<file path="src/rtl/stopwatch_pkg.sv">
// Shared stopwatch encodings and time field widths.
// Used by the controller, the counter and the display formatter.
package stopwatch_pkg;

  localparam logic [1:0] ST_IDLE  = 2'b00;
  localparam logic [1:0] ST_RUN   = 2'b01;
  localparam logic [1:0] ST_PAUSE = 2'b10;
  localparam logic [1:0] ST_LAP   = 2'b11;

  localparam int HOURS_W = 4;
  localparam int MIN_W   = 6;
  localparam int SEC_W   = 6;
  localparam int MS_W    = 10;

  typedef struct packed {
    logic [HOURS_W-1:0] hours;
    logic [MIN_W-1:0]   minutes;
    logic [SEC_W-1:0]   seconds;
    logic [MS_W-1:0]    ms;
  } time_t;

endpackage

</file>
<file path="src/rtl/button_debouncer.sv">
// Raw button to one-cycle press pulse: 2-FF sync,
// stability counter, rising-edge detect on the accepted level.
module button_debouncer #(
  parameter int DEBOUNCE_CYCLES = 20
) (
  input  logic clk,
  input  logic reset,
  input  logic btn,
  output logic press
);

  localparam int CW = $clog2(DEBOUNCE_CYCLES + 1);
  localparam logic [CW-1:0] CNT_LAST = CW'(DEBOUNCE_CYCLES - 1);

  logic          sync1;
  logic          sync2;
  logic          level;
  logic [CW-1:0] cnt;

  // cnt counts consecutive samples that differ from the accepted level
  always_ff @(posedge clk or negedge reset) begin
    if (!reset) begin
      sync1 <= 1'b0;
      sync2 <= 1'b0;
      level <= 1'b0;
      cnt   <= '0;
      press <= 1'b0;
    end else begin
      sync1 <= btn;
      sync2 <= sync1;
      press <= 1'b0;
      if (sync2 == level) begin
        cnt <= '0;
      end else if (cnt == CNT_LAST) begin
        cnt   <= '0;
        level <= sync2;
        press <= sync2;
      end else begin
        cnt <= cnt + 1'b1;
      end
    end
  end

endmodule

</file>
<file path="src/rtl/stopwatch_ctrl.sv">
// Run/pause/lap/clear sequencer with lap snapshot
// and registered display mux.
module stopwatch_ctrl
  import stopwatch_pkg::*;
#(
  parameter int DEBOUNCE_CYCLES = 20
) (
  input  logic               clk,
  input  logic               reset,
  input  logic               btn_start_stop,
  input  logic               btn_lap_reset,
  input  logic [HOURS_W-1:0] live_hours,
  input  logic [MIN_W-1:0]   live_minutes,
  input  logic [SEC_W-1:0]   live_seconds,
  input  logic [MS_W-1:0]    live_ms,
  output logic               st_signal,
  output logic               clr,
  output logic [HOURS_W-1:0] disp_hours,
  output logic [MIN_W-1:0]   disp_minutes,
  output logic [SEC_W-1:0]   disp_seconds,
  output logic [MS_W-1:0]    disp_ms,
  output logic               lap_valid,
  output logic [1:0]         state
);

  logic  press_a;
  logic  press_b;
  logic  pb;
  logic  [1:0] state_d;
  logic  clr_d;
  logic  cap;
  logic  zero;
  time_t live;
  time_t snap;
  time_t disp;

  button_debouncer #(
    .DEBOUNCE_CYCLES(DEBOUNCE_CYCLES)
  ) u_btn_a (
    .clk  (clk),
    .reset(reset),
    .btn  (btn_start_stop),
    .press(press_a)
  );

  button_debouncer #(
    .DEBOUNCE_CYCLES(DEBOUNCE_CYCLES)
  ) u_btn_b (
    .clk  (clk),
    .reset(reset),
    .btn  (btn_lap_reset),
    .press(press_b)
  );

  assign live = '{
    hours:   live_hours,
    minutes: live_minutes,
    seconds: live_seconds,
    ms:      live_ms
  };

  // start/stop has priority; a simultaneous lap press is dropped
  assign pb = press_b & ~press_a;

  always_comb begin
    state_d = state;
    clr_d   = 1'b0;
    cap     = 1'b0;
    zero    = 1'b0;
    unique case (state)
      ST_IDLE: begin
        if (press_a) state_d = ST_RUN;
        else if (pb) clr_d = 1'b1;
      end
      ST_RUN: begin
        if (press_a) begin
          state_d = ST_PAUSE;
        end else if (pb) begin
          state_d = ST_LAP;
          cap     = 1'b1;
        end
      end
      ST_LAP: begin
        if (press_a) state_d = ST_PAUSE;
        else if (pb) state_d = ST_RUN;
      end
      ST_PAUSE: begin
        if (press_a) begin
          state_d = ST_RUN;
        end else if (pb) begin
          state_d = ST_IDLE;
          clr_d   = 1'b1;
          zero    = 1'b1;
        end
      end
      default: state_d = ST_IDLE;
    endcase
  end

  always_ff @(posedge clk or negedge reset) begin
    if (!reset) begin
      state     <= ST_IDLE;
      clr       <= 1'b0;
      st_signal <= 1'b0;
      lap_valid <= 1'b0;
      snap      <= '0;
      disp      <= '0;
    end else begin
      state     <= state_d;
      clr       <= clr_d;
      st_signal <= (state_d == ST_RUN) || (state_d == ST_LAP);
      lap_valid <= (state_d == ST_LAP);
      if (cap) snap <= live;
      else if (zero) snap <= '0;
      // entering LAP shows the value being captured this edge
      if ((state == ST_LAP) && (state_d == ST_LAP)) disp <= snap;
      else disp <= live;
    end
  end

  assign disp_hours   = disp.hours;
  assign disp_minutes = disp.minutes;
  assign disp_seconds = disp.seconds;
  assign disp_ms      = disp.ms;

endmodule
</file>
<file path="config.mk">
export PLATFORM = sky130hd
export DESIGN_NAME = stopwatch_ctrl
export DESIGN_NICKNAME = d
export VERILOG_FILES = /design/src/rtl/stopwatch_pkg.sv /design/src/rtl/button_debouncer.sv /design/src/rtl/stopwatch_ctrl.sv
export SDC_FILE = /design/constraint.sdc
export NUM_CORES = 1
export LEC_CHECK = 0
export ABC_AREA = 0
export CAP_MARGIN = 15
export CORE_MARGIN = 2
export CORE_UTILIZATION = 30
export CTS_CLUSTER_DIAMETER = 50
export CTS_CLUSTER_SIZE = 8
export DETAILED_ROUTE_END_ITERATION = 7
export SLEW_MARGIN = 20
export SYNTH_ARGS = -nofsm -noshare
export SYNTH_HDL_FRONTEND = slang
export SYNTH_SLANG_ARGS = --single-unit
</file>
<file path="constraint.sdc">
create_clock -name clk -period 1.7 [get_ports clk]
set_input_delay 0.425 -clock clk [delete_from_list [all_inputs] [get_ports clk]]
set_output_delay 0.425 -clock clk [all_outputs]
set_load 0.05 [all_outputs]
</file>
==> metrics.yaml, run 1 <==
max_cap_viol_count: 0
finalMaxSlewViolations: 0
max_clock_freq_ghz: 0.6476
drt-vias-per-instance: 4.322
clk_pin_slew_worst_paths_ns: 0.07
irDropWorstVdd_mv: 0.4518
drive_above_1_share: 0.2896
dieArea_sq_um: 10280
power_w: 0.003955
fin_nets: 287
reg2reg_slack_ns: 0.16
clkSinkCount: 75
numCtsBuffers: 9
gp_congestion: 0.7238
num_rows: 35
drt_iter0_markers: 17
synth_cell_types: 31
seqPwrFrac: 0.468
power_density_nw_per_um2: 1034
area_growth_pct: 34.48
required_ns: 1.98
wl_per_cell_um: 13.27
post-route-period-util: 0.9083
finalHoldViolCount: 0
antenna_cells: 0
crit_buf_inv: 0
grt_pass1_wl_um: 8535
worstPathArrival_ns: 1.82
postCtsSetupRepairBufs: 0
cts_tree: "built"
power.net_switching_w: 0.0008622
final_cell_mix: "dfrtp_1 (75), buf_4 (35), clkdlybuf4s50_1 (28), a22o_1 (26), mux2_2 (16)"
cpPeakStageDelay_ns: 0.53
initial_core_util: 0.3079
r2r_cells: 3
overflow: 0
power.leakage_nw: 1.769
grt_antenna_before_repair: 0
pwr-share-comb: 0.086
avgSynthCellArea_sq_um: 15.46
totalNegativeSetupSlack_ns: 0
crit_end: "snap[9]"
r2r_start: "u_btn_a.press"
grt.total_usage: 0.1109
min_period_ns: 1.544
setup-violations-final: 0
sw_frac_of_total: 0.2180
root_buffer: "clkbuf_8"
netlist_area_sq_um: 2845
crit_path_cell_trace: "nand2b_4, nor2_4, a22o_1"
io_pins: 61
end_kind: "flop"
cp_max_fo: 26
syn_inst: 184
status: "complete, no violations"
fillers: 840
clock-skew-final_ns: 0.01092
grt_max_degree: 32
critPathKind: "reg2reg"
htreeDepth: 3
rsz0062_at_grt: "false"
drc: 0
hold_path.class: "reg2reg"
dr.pass1.iters: 2
worst_pin_slew_ns: 0.6447
ant_nets: 0
ys_warn_count: 0
r2r-end: "snap[9]"
grt_pass1_vias: 1705
clockPowerShare: 0.446
synth_nets: 216
ys_seq_area_frac: 0.6596
ys_ff_latch: 75
core_area_sq_um: 9240
cts_max_path_buffers: 2
slowest_stage: "nor2_4"
crit_family: "simple AND/OR/NAND/NOR gates"
fp.dieH_um: 101.4
insertion_delay_ns: 0.34
maxSlewHeadroom: 0.5692
critPathLaunchType: "flop"
cp-startpoint: "u_btn_a.press"
dieWidth_um: 101.4
via_count: 1677
drt-total-wl_um: 5148
numPortBuffers: 60
path_depth: 3
final_common_cell: "dfrtp_1"
hpwl_um: 3374
internal-power_w: 0.003093
==> repair_timing <==
| item | 4_1_cts | 5_1_grt |
|---|---|---|
| endpoints found under the hold margin | 25 | 0 |
| gates resized for setup | 0 | 0 |
| hold buffers | 1 | 0 |
| endpoints found under the setup margin | 0 | 6 |
==> state kept, by name, summed over array words and instances, names as in the netlist <==
| name | count |
|---|---|
| u_btn_b.press | 1 |
| u_btn_b.level | 1 |
| disp_seconds | 6 |
| u_btn_b.cnt | 5 |
| u_btn_a.sync1 | 1 |
| disp_minutes | 6 |
| state | 2 |
| disp_ms | 10 |
| disp_hours | 4 |
| u_btn_a.press | 1 |
| u_btn_a.cnt | 5 |
| lap_valid | 1 |
| clr | 1 |
| st_signal | 1 |
| snap | 26 |
| u_btn_a.level | 1 |
| u_btn_a.sync2 | 1 |
| u_btn_b.sync1 | 1 |
| u_btn_b.sync2 | 1 |
==> power by group through the flow <==
stage | Sequential, W | Clock [W] | Combinational, W
after floorplan | 0.00200 | 0 | 0.0000460
after global placement | 0.00189 | 0 | 0.000343
after detailed placement | 0.00189 | 0 | 0.000343
after CTS | 0.00185 | 0.00183 | 0.000347
after global routing | 0.00186 | 0.00191 | 0.000367
final | 0.00185 | 0.00177 | 0.000339
==> synth_stat cells <==
cell type / number / area, sq um
nand2_1: 2 / 7.510
nand3b_2: 1 / 11.26
nand4bb_1: 1 / 11.26
nand2b_4: 1 / 13.76
nor2_1: 5 / 18.77
nand2b_1: 3 / 18.77
mux2_2: 16 / 180.2
nand4b_1: 1 / 8.760
and2_1: 1 / 6.260
nand3_1: 3 / 15.01
a31oi_1: 1 / 6.260
dfrtp_1: 75 / 1877
ha_1: 2 / 25.02
xnor2_1: 2 / 17.52
o2bb2ai_1: 1 / 8.760
a21oi_1: 2 / 10.01
inv_1: 1 / 3.750
a22o_1: 26 / 227.7
buf_6: 4 / 45.04
and3b_1: 1 / 8.760
nand2b_2: 1 / 8.760
nand3b_1: 2 / 15.01
buf_4: 4 / 30.03
nor3_1: 2 / 10.01
nor2b_1: 2 / 12.51
nor2_4: 1 / 11.26
mux2_1: 12 / 135.1
xor2_1: 7 / 61.31
nor2_8: 1 / 20.02
nor3b_1: 2 / 15.01
o21ai_0: 1 / 5.000
==> cell type report <==
class	count	area, sq um	share of cell area
Clock buffer	9	123.9	0.03237
Clock inverter	6	137.6	0.03597
Inverter	1	3.754	0.0009810
Multi-Input combinational cell	100	889.6	0.2325
Sequential cell	75	1877	0.4905
Tap cell	129	161.4	0.04218
Timing Repair Buffer	68	633.1	0.1655
==> routing by layer <==
metal / GRT usage / wire length, um
met3: 0.04486 / 326
met5: 0 / 0
met4: 0.05301 / 59
met1: 0.1489 / 2526
met2: 0.1559 / 2235
==> cells by family after synthesis <==
group | Yosys count | synth area share
AOI/OAI and AO/OA | 31 | 0.09059
xor gates and xnor gates | 9 | 0.02771
adders and majority gates | 2 | 0.008794
buffers and inverters | 9 | 0.02770
DFF | 75 | 0.6596
muxes | 28 | 0.1108
and+or+nand+nor | 30 | 0.07476
==> worst min-delay path by stage <==
| stage | to | cells after the start | start | slack, ns |
|---|---|---|---|---|
| 2_1_floorplan | clr | 0 | reset | 0.13 |
| 6_report | u_btn_a.sync2 | 0 | u_btn_a.sync1 | 0.35 |
| 4_1_cts | u_btn_a.sync2 | 0 | u_btn_a.sync1 | 0.36 |
| 5_1_grt | u_btn_a.sync2 | 0 | u_btn_a.sync1 | 0.37 |
| 3_3_place_gp | u_btn_a.sync2 | 0 | u_btn_a.sync1 | 0.33 |
| 3_5_place_dp | u_btn_a.sync2 | 0 | u_btn_a.sync1 | 0.34 |
==> per-stage QoR <==
stage / cell area [sq um] / util / cells / setup slack, ns / hold slack [ns]
2_1_floorplan: 2845 / - / 184 / 0.01649 / 0.1294
3_3_place_gp: 3555 / 0.3847 / 372 / 0.1791 / 0.3328
3_5_place_dp: 3555 / 0.3847 / 372 / 0.1175 / 0.3403
4_1_cts: 3826 / 0.4141 / 388 / 0.1014 / 0.3576
5_1_grt: 3826 / 0.4141 / 388 / 0.008432 / 0.3723
6_report: 3826 / 0.4141 / 388 / 0.1559 / 0.3538
Note: power is estimated with default switching activity, not from simulation.
==> inputs of run 2 (changes only) <==
==> constraint.sdc (replaced) <==
create_clock -name clk -period 1.6 [get_ports clk]
set_input_delay 0.4 -clock clk [delete_from_list [all_inputs] [get_ports clk]]
set_output_delay 0.4 -clock clk [all_outputs]
set_load 0.05 [all_outputs]
==> metrics.yaml, run 2 (synthesized netlist as in run 1, its figures left out) <==
dieArea_sq_um: 10280
power_w: 0.004000
gp_congestion: 0.6965
finalMaxSlewViolations: 0
numCtsBuffers: 9
cts_tree: "built"
irDropWorstVdd_mv: 0.3368
max_clock_freq_ghz: 0.6774
r2r_start: "u_btn_b.press"
numPortBuffers: 60
htreeDepth: 3
cp_max_fo: 11
root_buffer: "clkbuf_8"
wl_per_cell_um: 14.09
r2r-end: "disp_ms[2]"
post-route-period-util: 0.9226
final_cell_mix: "dfrtp_1 (73), buf_12 (33), clkdlybuf4s50_1 (28), a22o_1 (26), mux2_2 (16)"
worst_pin_slew_ns: 0.4399
num_rows: 35
hold_path.class: "reg2reg"
totalNegativeSetupSlack_ns: 0
fp.dieH_um: 101.4
hold_path_depth: 0
final_common_cell: "dfrtp_1"
end_kind: "flop"
drive_above_1_share: 0.2989
fin_nets: 288
clock-skew-final_ns: 0.009666
status: "complete, no violations"
critPathKind: "reg2reg"
initial_core_util: 0.3079
setup-violations-final: 0
clkSinkCount: 75
critPathLaunchType: "flop"
r2r_cells: 4
finalHoldViolCount: 0
worstPathArrival_ns: 1.69
drt-total-wl_um: 5497
top_register: "snap"
hpwl_um: 3608
reg2reg_slack_ns: 0.12
grt_antenna_before_repair: 0
insertion_delay_ns: 0.34
drc: 0
power.leakage_nw: 1.871
dieWidth_um: 101.4
io_pins: 61
rsz0062_at_grt: "false"
dr.pass1.iters: 4
max_cap_viol_count: 0
power_density_nw_per_um2: 961.7
drt-vias-per-instance: 4.362
hp-start: "u_btn_b.sync1"
maxSlewHeadroom: 0.7046
area_growth_pct: 46.17
grt_pass1_vias: 1780
min_period_ns: 1.476
postCtsSetupRepairBufs: 0
overflow: 0
holdPathEnd: "u_btn_b.sync2"
cts_max_path_buffers: 2
grt.total_usage: 0.1146
via_count: 1701
clk_pin_slew_worst_paths_ns: 0.08
largest_reg_flops: 26
core_area_sq_um: 9240
grt_pass1_wl_um: 8880
required_ns: 1.82
drt_iter0_markers: 50
antenna_cells: 0
cp-startpoint: "u_btn_b.press"
grt_max_degree: 39
ant_nets: 0
## run 2: changes by cell type in the layout (fill, tap and decap cells not counted), sizes merged
cell,before,now
clkinvlp,0,1
inv,2,1
nor2,7,8
clkinv,1,3
bufinv,4,2
clkbuf,9,10
## run 2: area by class of cell
cell class / instances / area [sq um]
clock inverters: 6 / 90.09
multi-input cells: 101 / 900.9
inverters: 1 / 3.754
fillers: 840 / 5081
flip-flops and latches: 75 / 1879
well taps: 129 / 161.4
repair buffers: 68 / 996.0
clock buffers: 10 / 127.6
## run 2: worst max path at each step
stage	end	slack [ns]	cells after the start
floorplan	disp_ms[6]	0.06	5
global placement	snap[24]	0.12	3
detailed placement	snap[8]	0.03	3
CTS	snap[22]	0.01	3
global route	disp_ms[1]	0.05	4
finish	disp_ms[2]	0.12	4
## run 2: worst max-delay path: stages, from the launching register on
cell	delay, ns
dfrtp_1	0.41
nand2b_2	0.25
nor2_8	0.14
buf_4	0.20
mux2_2	0.35
## run 2: through the flow
step / cells / area, sq um / setup slack [ns] / hold slack, ns / util
floorplan: 184 / 2848 / 0.05918 / 0.1044 / -
global placement: 372 / 3920 / 0.1195 / 0.3316 / 0.4242
detailed placement: 372 / 3920 / 0.03051 / 0.3413 / 0.4242
CTS: 389 / 4148 / 0.01215 / 0.3605 / 0.4489
global route: 390 / 4159 / 0.04585 / 0.3639 / 0.4501
finish: 390 / 4159 / 0.1238 / 0.3546 / 0.4501
## run 2: repair_timing
item / 4_1_cts / 5_1_grt
hold buffers: 1 / 0
gates resized for setup: 0 / 1
endpoints found under the setup margin: 0 / 26
hold endpoints to repair: 25 / 0
## run 2: report_power, final
part	switching [W]	internal [W]	leakage (nW)
Combinational	0.000212	0.000232	0.794
Clock	0.000688	0.000881	0.106
Sequential	0.0000423	0.00195	0.970
## run 2: metal layers
layer | part of all wire | track usage | wire length [um] | vias to the layer above
li1 | - | - | - | 804
met1 | 0.46 | 0.1527 | 2531 | 848
met2 | 0.48 | 0.1737 | 2653 | 39
met3 | 0.037 | 0.02830 | 203 | 10
met4 | 0.020 | 0.05925 | 109 | 0
met5 | 0 | 0 | 0 | -
